[config.mk]
export PLATFORM = sky130hd
export DESIGN_NAME = dvs_event_unpacker
export DESIGN_NICKNAME = d
export VERILOG_FILES = /design/src/rtl/dvs_event_unpacker.sv
export SDC_FILE = /design/constraint.sdc
export NUM_CORES = 1
export LEC_CHECK = 0
export ABC_AREA = 1
export CAP_MARGIN = 20
export CORE_MARGIN = 4
export CORE_UTILIZATION = 47
export CTS_CLUSTER_SIZE = 16
export DETAILED_ROUTE_END_ITERATION = 10
export PLACE_DENSITY = 0.75
export SETUP_SLACK_MARGIN = 0.2
export SLEW_MARGIN = 10
export SYNTH_ARGS = -nofsm -noshare
export SYNTH_HDL_FRONTEND = slang
export SYNTH_SLANG_ARGS = --single-unit
[constraint.sdc]
create_clock -name clk -period 1.4 [get_ports clk]
set_input_delay 0.28 -clock clk [delete_from_list [all_inputs] [get_ports clk]]
set_output_delay 0.28 -clock clk [all_outputs]
set_load 0.01 [all_outputs]
[src/rtl/dvs_event_unpacker.sv]
// Unpacks 5-byte DVS event packets (sync, pol/x, y, ts_hi, ts_lo) from a byte stream.
// A gap of TIMEOUT_CYCLES idle cycles inside a packet drops it, and so does a set bit 7 in the y byte.
module dvs_event_unpacker #(
   parameter int          X_BITS         = 7,
   parameter int          Y_BITS         = 7,
   parameter int          TS_BITS        = 16,
   parameter logic [7:0]  SYNC_BYTE      = 8'hA5,
   parameter int          TIMEOUT_CYCLES = 1000
) (
   input  logic               clk,
   input  logic               rst,
   input  logic               byte_valid,
   input  logic [7:0]         byte_data,
   output logic               event_valid,
   output logic [X_BITS-1:0]  event_x,
   output logic [Y_BITS-1:0]  event_y,
   output logic               event_polarity,
   output logic [TS_BITS-1:0] event_ts,
   output logic [15:0]        pkt_count,
   output logic [7:0]         err_count
);

   // state   | meaning
   // HUNT    | waiting for SYNC_BYTE, idle timer stopped
   // GET_XP  | expecting {pol, x}
   // GET_Y   | expecting {0, y}; bit 7 set is a framing error
   // GET_TSH | expecting ts[15:8]
   // GET_TSL | expecting ts[7:0]; completes the event
   typedef enum logic [2:0] {HUNT, GET_XP, GET_Y, GET_TSH, GET_TSL} state_t;

   localparam int IDLE_W = $clog2(TIMEOUT_CYCLES + 1);
   localparam logic [IDLE_W-1:0] IDLE_LAST = IDLE_W'(TIMEOUT_CYCLES - 1);

   state_t               state_q, state_d;
   logic [IDLE_W-1:0]    idle_q, idle_d;
   logic [7:0]           xp_q, xp_d;
   logic [6:0]           y_q, y_d;
   logic [7:0]           tsh_q, tsh_d;
   logic                 ev_valid_q, ev_valid_d;
   logic [X_BITS-1:0]    ev_x_q, ev_x_d;
   logic [Y_BITS-1:0]    ev_y_q, ev_y_d;
   logic                 ev_pol_q, ev_pol_d;
   logic [TS_BITS-1:0]   ev_ts_q, ev_ts_d;
   logic [15:0]          pkt_q, pkt_d;
   logic [7:0]           err_q, err_d;
   logic                 drop;

   always_comb begin
      state_d    = state_q;
      idle_d     = idle_q;
      xp_d       = xp_q;
      y_d        = y_q;
      tsh_d      = tsh_q;
      ev_valid_d = 1'b0;
      ev_x_d     = ev_x_q;
      ev_y_d     = ev_y_q;
      ev_pol_d   = ev_pol_q;
      ev_ts_d    = ev_ts_q;
      pkt_d      = pkt_q;
      err_d      = err_q;
      drop       = 1'b0;

      // A byte on the would-be timeout cycle wins, so the timer only acts on idle cycles.
      if (state_q != HUNT && !byte_valid) begin
         if (idle_q == IDLE_LAST) begin
            drop    = 1'b1;
            state_d = HUNT;
            idle_d  = '0;
         end else begin
            idle_d = idle_q + IDLE_W'(1);
         end
      end

      if (byte_valid) begin
         idle_d = '0;
         case (state_q)
            HUNT: begin
               if (byte_data == SYNC_BYTE) state_d = GET_XP;
            end
            GET_XP: begin
               xp_d    = byte_data;
               state_d = GET_Y;
            end
            GET_Y: begin
               if (byte_data[7]) begin
                  drop    = 1'b1;
                  state_d = HUNT;
               end else begin
                  y_d     = byte_data[6:0];
                  state_d = GET_TSH;
               end
            end
            GET_TSH: begin
               tsh_d   = byte_data;
               state_d = GET_TSL;
            end
            GET_TSL: begin
               ev_valid_d = 1'b1;
               ev_x_d     = X_BITS'(xp_q[6:0]);
               ev_pol_d   = xp_q[7];
               ev_y_d     = Y_BITS'(y_q);
               ev_ts_d    = TS_BITS'({tsh_q, byte_data});
               pkt_d      = pkt_q + 16'd1;
               state_d    = HUNT;
            end
            default: state_d = HUNT;
         endcase
      end

      if (drop && err_q != 8'hFF) err_d = err_q + 8'd1;
   end

   always_ff @(posedge clk) begin
      if (rst) begin
         state_q    <= HUNT;
         idle_q     <= '0;
         xp_q       <= '0;
         y_q        <= '0;
         tsh_q      <= '0;
         ev_valid_q <= 1'b0;
         ev_x_q     <= '0;
         ev_y_q     <= '0;
         ev_pol_q   <= 1'b0;
         ev_ts_q    <= '0;
         pkt_q      <= '0;
         err_q      <= '0;
      end else begin
         state_q    <= state_d;
         idle_q     <= idle_d;
         xp_q       <= xp_d;
         y_q        <= y_d;
         tsh_q      <= tsh_d;
         ev_valid_q <= ev_valid_d;
         ev_x_q     <= ev_x_d;
         ev_y_q     <= ev_y_d;
         ev_pol_q   <= ev_pol_d;
         ev_ts_q    <= ev_ts_d;
         pkt_q      <= pkt_d;
         err_q      <= err_d;
      end
   end

   assign event_valid    = ev_valid_q;
   assign event_x        = ev_x_q;
   assign event_y        = ev_y_q;
   assign event_polarity = ev_pol_q;
   assign event_ts       = ev_ts_q;
   assign pkt_count      = pkt_q;
   assign err_count      = err_q;

endmodule

Word level (Yosys, flattened, before mapping)
Cells that the tools add are included.
{"block": "word_totals", "in_bits": 11, "word_cells": 48, "out_inout_bits": 56, "regBits": 92}
{"block": "classes", "reduce_logical": 11, "add_sub_neg": 3, "bitwise_logic": 2, "eq_ne": 7, "n_mux": 13}
{"operator": "16-bit by 1-bit adder with 16-bit output (second input constant)", "n": 1}
{"operator": "3-bit 2-to-1 mux", "n": 4}
{"operator": "3-bit case mux with 4 select lines", "n": 1}
{"operator": "10-bit by 1-bit adder with 10-bit output (second input constant)", "n": 1}
{"operator": "10-bit == test (second input constant)", "n": 1}
{"operator": "10-bit 2-to-1 mux", "n": 1}
{"operator": "8-bit by 1-bit adder with 8-bit output (second input constant)", "n": 1}
{"operator": "8-bit == test (second input constant)", "n": 1}
{"operator": "8-bit inequality test (second input constant)", "n": 1}
{"operator": "3-bit by 2-bit == test with 1-bit output (second input constant)", "n": 2}
{"operator": "1-bit 2-to-1 mux", "n": 6}
{"operator": "2-bit AND reduction", "n": 3}
{"operator": "2-bit OR reduction", "n": 2}
{"operator": "3-bit by 1-bit == test with 1-bit output (second input constant)", "n": 1}
{"operator": "3-bit == test (second input constant)", "n": 1}
{"operator": "3-bit logical NOT", "n": 1}
{"operator": "3-bit AND reduction", "n": 1}
{"operator": "3-bit nonzero test", "n": 1}
{"operator": "1-bit logical AND", "n": 2}
{"operator": "2-bit 2-to-1 mux", "n": 1}
{"operator": "1-bit inverter", "n": 2}
{"operator": "1-bit logical NOT", "n": 1}

Depth between registers and ports, before layout
{"block": "logic_depth", "word_depth": 7, "ltp_mapped": 10, "depth_no_buf": 10}

Least setup slack after synthesis
OpenSTA, ideal clock, no wires.
{"block": "synth_path", "path_type": "flip-flop to flip-flop", "startpoint": "register err_q[0] (netlist: err_count[0])", "endpoint": "register err_q[2] (netlist: err_count[2])", "required_time_ps": 1330, "n_path_buf": 0, "setup_ps": 70, "synth_period_minus_slack_ps": 1416, "setup_slack_ps": -16, "t_arrival_ps": 1346, "stages_incl_launch_ff": 8, "path_cell_list": "dfxtp_1 ha_1 nand2_1 nor2_1 nand4_2 nand2_2 nand2_1 a21oi_1"}
{"block": "synth_between", "elab_chain_cells": 2, "elab_cells_between_ends": 3, "classes_between": "add/sub (1); eq/ne (1); reduce/logical (1)"}
{"element": "start, declared", "line_no": "45", "rtl": "logic [7:0] err_q, err_d;"}
{"element": "start signal, assigned", "line_no": "139", "rtl": "err_q <= err_d;"}
{"element": "parallel branches: the longest is 2 deep, another holds 8-bit by 1-bit adder with 8-bit output"}
Several ways; the timed one is not identified.
A chain may end at the register's enable or synchronous reset.

Worst setup path in the final report
{"block": "layout_path", "startpoint": "register state_q[1]", "endpoint": "register err_q[3] (netlist: err_count[3])"}
{"block": "layout_between", "elab_chain_cells": 7, "elab_cells_between_ends": 8, "classes_between": "eq/ne (1); mux (4); reduce/logical (3)"}
{"element": "start, declared", "line_no": "34", "rtl": "state_t state_q, state_d;"}
{"element": "start signal, assigned", "line_no": "128", "rtl": "state_q <= state_d;"}
{"element": "3-bit nonzero test", "line_no": "64", "rtl": "if (state_q != HUNT && !byte_valid) begin"}
{"element": "1-bit logical AND", "line_no": "64"}
{"element": "1-bit 2-to-1 mux", "line_no": "64"}
{"element": "1-bit 2-to-1 mux", "line_no": "85", "rtl": "if (byte_data[7]) begin"}
{"element": "1-bit 2-to-1 mux", "line_no": "76", "rtl": "case (state_q)"}
{"element": "1-bit 2-to-1 mux *", "line_no": "74", "rtl": "if (byte_valid) begin"}
{"element": "1-bit logical AND *", "line_no": "110", "rtl": "if (drop && err_q != 8'hFF) err_d = err_q + 8'd1;"}
Every way passes the cells marked *; elsewhere a longest branch is shown, timed or not.

==> flow_summary.json <==
{
  "hold_viol": 0,
  "grt_max_degree": 38,
  "drive_above_1_share_pct": 52.8,
  "crit_slowest_cell": "dfxtp_4",
  "die_y_um": 98.3,
  "nFillCells": 500,
  "dp.cells": 700,
  "power_leakage_nw": 2.56,
  "switching_share_pct": 24.7,
  "max_stage_delay_ns": 0.39,
  "synthToLayoutAreaGrowth_pct": 60.5,
  "diodes": 0,
  "cts_tree": "done",
  "yosys-top-cells-area": "dfxtp_1 (48%), nor2_1 (8.1%), o21ai_0 (7.8%)",
  "clk_pin_slew_ns": 0.09,
  "crit_type": "reg2reg",
  "wire_per_inst_um": 18.0,
  "violations": "negative setup slack",
  "path_delay_family": "simple AND/OR/NAND/NOR gates",
  "ctsLongestPathBuffers": 2,
  "powerDensity_nw_per_um2": 759,
  "rsz0062_at_grt": "true",
  "regArea_um2": 1960,
  "worstRegToRegCells": 7,
  "pre_cts_ws_ns": -0.375,
  "drv_slew": 0,
  "synth-seq-cells": 92,
  "final_util_pct": 78.4,
  "setup_viol": 3,
  "nets": 678,
  "rows": 32,
  "combPwrFrac_pct": 5.4,
  "ys_warn_count": 0,
  "p_seq_share_pct": 55.2,
  "min_path_cells": 2,
  "numCtsBuffers": 9,
  "arrival_ns": 1.74,
  "synthesis.area_um2": 3830,
  "worst_slack_ns": -0.0578,
  "final_cells": 771,
  "die_w_um": 98.3,
  "grt_pass1_wl_mm": 18.6,
  "totalWireLength_mm": 13.9,
  "end_kind": "flip-flop",
  "worstHoldPathType": "reg2reg",
  "worstMarginPinSlew_ns": 0.299,
  "final_area_um2": 6150,
  "yosysTopAreaCell": "dfxtp_1",
  "drtPass1Iterations": 5,
  "crit_start": "state_q[1]",
  "grt_util_all_layers_pct": 23.0,
  "ant_nets": 0,
  "r2r_start": "state_q[1]",
  "drt_iter0_markers": 285,
  "multi_input_area_um2": 2350,
  "worstPathRequired_ns": 1.68,
  "cts_sinks": 92,
  "dieArea_um2": 9670,
  "h-tree-depth": 3,
  "fmax_mhz": 686,
  "hold_start": "y_q[0]",
  "synth_top_area_share_pct": 48.0,
  "min_period_ns": 1.46,
  "maxCapViolCount": 0,
  "synth_area_per_cell_um2": 7.42,
  "worstSetupStartpointType": "flip-flop",
  "power.share.clock_pct": 39.4,
  "internal_power_mw": 3.52,
  "outcome": "complete, but fails checks",
  "gp_congestion": 0.861,
  "clock_latency_ns": 0.37,
  "synth.distinct_cells": 32,
  "cp.depth": 7,
  "antenna_found_initial": 0,
  "crit_buf_inv": 2,
  "slew_headroom_pct": 79.9,
  "period_share_pct": 104,
  "dr_total_vias": 4387,
  "initial_core_util_pct": 48.9,
  "ioPinCount": 67,
  "place_area_um2": 4920,
  "syn_nets": 531,
  "crit_fanout": 5,
  "via_per_inst": 5.69,
  "worst_ir_drop_vdd_uv": 538,
  "cts-root-buf": "clkbuf_8",
  "grt_pass1_vias": 3932,
  "p_sw_mw": 1.15,
  "portBuffers": 66,
  "syn_inst": 517,
  "skew_ns": 0.0101,
  "drc_errors": 0,
  "core_um2": 7850,
  "ys_seq_area_share_pct": 48.0,
  "dp_hpwl_mm": 6.78,
  "grt-ovfl-total": 0,
  "worstPathCellList": "inv_6 > buf_12 > a21oi_4 > nand3_4 > nand2_4 > nand3_1 > a21oi_1"
}
## sequential cells by signal, indices dropped and copies added (netlist names), 3 cells and up
register and flops:
event_x 7, tsh_q 8, pkt_count 16, event_ts 16, xp_q 8, err_count 8, y_q 7, idle_q 10
event_y 7, state_q 3
## cell usage in the layout (no fill, tap or decap), types with 3 or more instances in the layout
cell	instances
a21oi_1	22
a21oi_2	31
a31oi_1	3
buf_12	8
buf_2	54
buf_4	49
buf_6	22
clkbuf_8	9
clkdlybuf4s50_1	8
dfxtp_1	33
dfxtp_2	40
dfxtp_4	19
ha_4	3
inv_1	37
inv_2	3
inv_4	4
inv_6	3
inv_8	3
nand2_1	61
nand2_2	15
nand2_4	7
nand3_1	18
nand3_2	4
nand3_4	5
nand3b_1	3
nand4_1	6
nor2_1	66
nor2_2	10
nor2_4	13
nor3_1	6
nor3_2	3
o21ai_0	18
o21ai_1	23
o21ai_2	22
o21ai_4	5
xor2_1	3
## metrics by stage
| step | hold WS, ns | total power, mW | TNS, ns |
|---|---|---|---|
| 5_1_grt | 0.457 | 4.79 | -0.427 |
| 3_3_place_gp | 0.436 | 2.86 | -24.31 |
| 6_report | 0.460 | 4.67 | -0.108 |
| 3_5_place_dp | 0.447 | 2.86 | -26.54 |
| 4_1_cts | 0.456 | 4.60 | 0 |
| 2_1_floorplan | 0.429 | 2.75 | 0 |
## worst min-delay path, delay by kind of cell (launching register included)
family	cells	cell delay (ns)
compound gates	1	0.06
flops	1	0.31
buf+inv	1	0.06
## final timing paths
check / endpoint / slack [ns]
setup / recovery: err_count[3] / -0.06
hold / removal: event_y[0] / 0.46
setup reg to reg: err_count[3] / -0.06
hold reg to reg: event_y[0] / 0.46
## kinds of logic (layout without fill, tap and decap cells)
kind of cell    Yosys count  in the layout  synth area share, %
flops                    92             92                 48.0
simple gates            222            223                 25.5
compound gates          128            128                 17.3
fa+ha+maj                 3              3                0.979
xor+xnor                  6              6                 1.37
buf+inv                  66            217                 6.82
## power groups by stage
stage	clock network, mW	logic, mW	registers [mW]
finish	1.84	0.251	2.58
global route	1.95	0.265	2.58
floorplan	0	0.0764	2.67
global placement	0	0.185	2.67
detailed placement	0	0.188	2.67
CTS	1.81	0.203	2.59
## routing by layer
layer / vias up / global-route usage, % / share of wire, %
met3: 59 / 5.29 / 7.0
li1: 2028 / - / -
met5: - / 0 / 0
met1: 2076 / 28.7 / 38
met2: 224 / 38.3 / 51
met4: 0 / 8.82 / 4.2
## Yosys cell counts, drive strengths merged
cell / count
dfxtp: 92
nor2: 89
nand2: 83
o21ai: 68
a21oi: 54
inv: 47
nand3: 27
clkbuf: 11
nor3: 10
buf: 8
nand4: 8
a31oi: 3
ha: 3
nand3b: 3
xnor2: 3
xor2: 3
a211oi: 1
nor3b: 1
o21a: 1
o22ai: 1
or2: 1
## repair_timing
action | in CTS | in global routing
endpoints found under the setup margin | 145 | 99
hold buffers | 0 | 0
buffers inserted | 31 | 16
gates cloned | 4 | 4
resized for setup | 352 | 174
pin swaps | 19 | 41
## layout make-up
class                   count  share of cell area, %
multi-input cells         360                   38.1
flip-flops and latches     92                   31.9
repair inverters            2                  0.305
inverters                  47                   3.39
clock buffers              11                   2.13
clock inverters             5                  0.955
repair buffers            152                   21.1
well taps                 102                   2.07
Note: power is estimated with default switching activity, not from simulation.
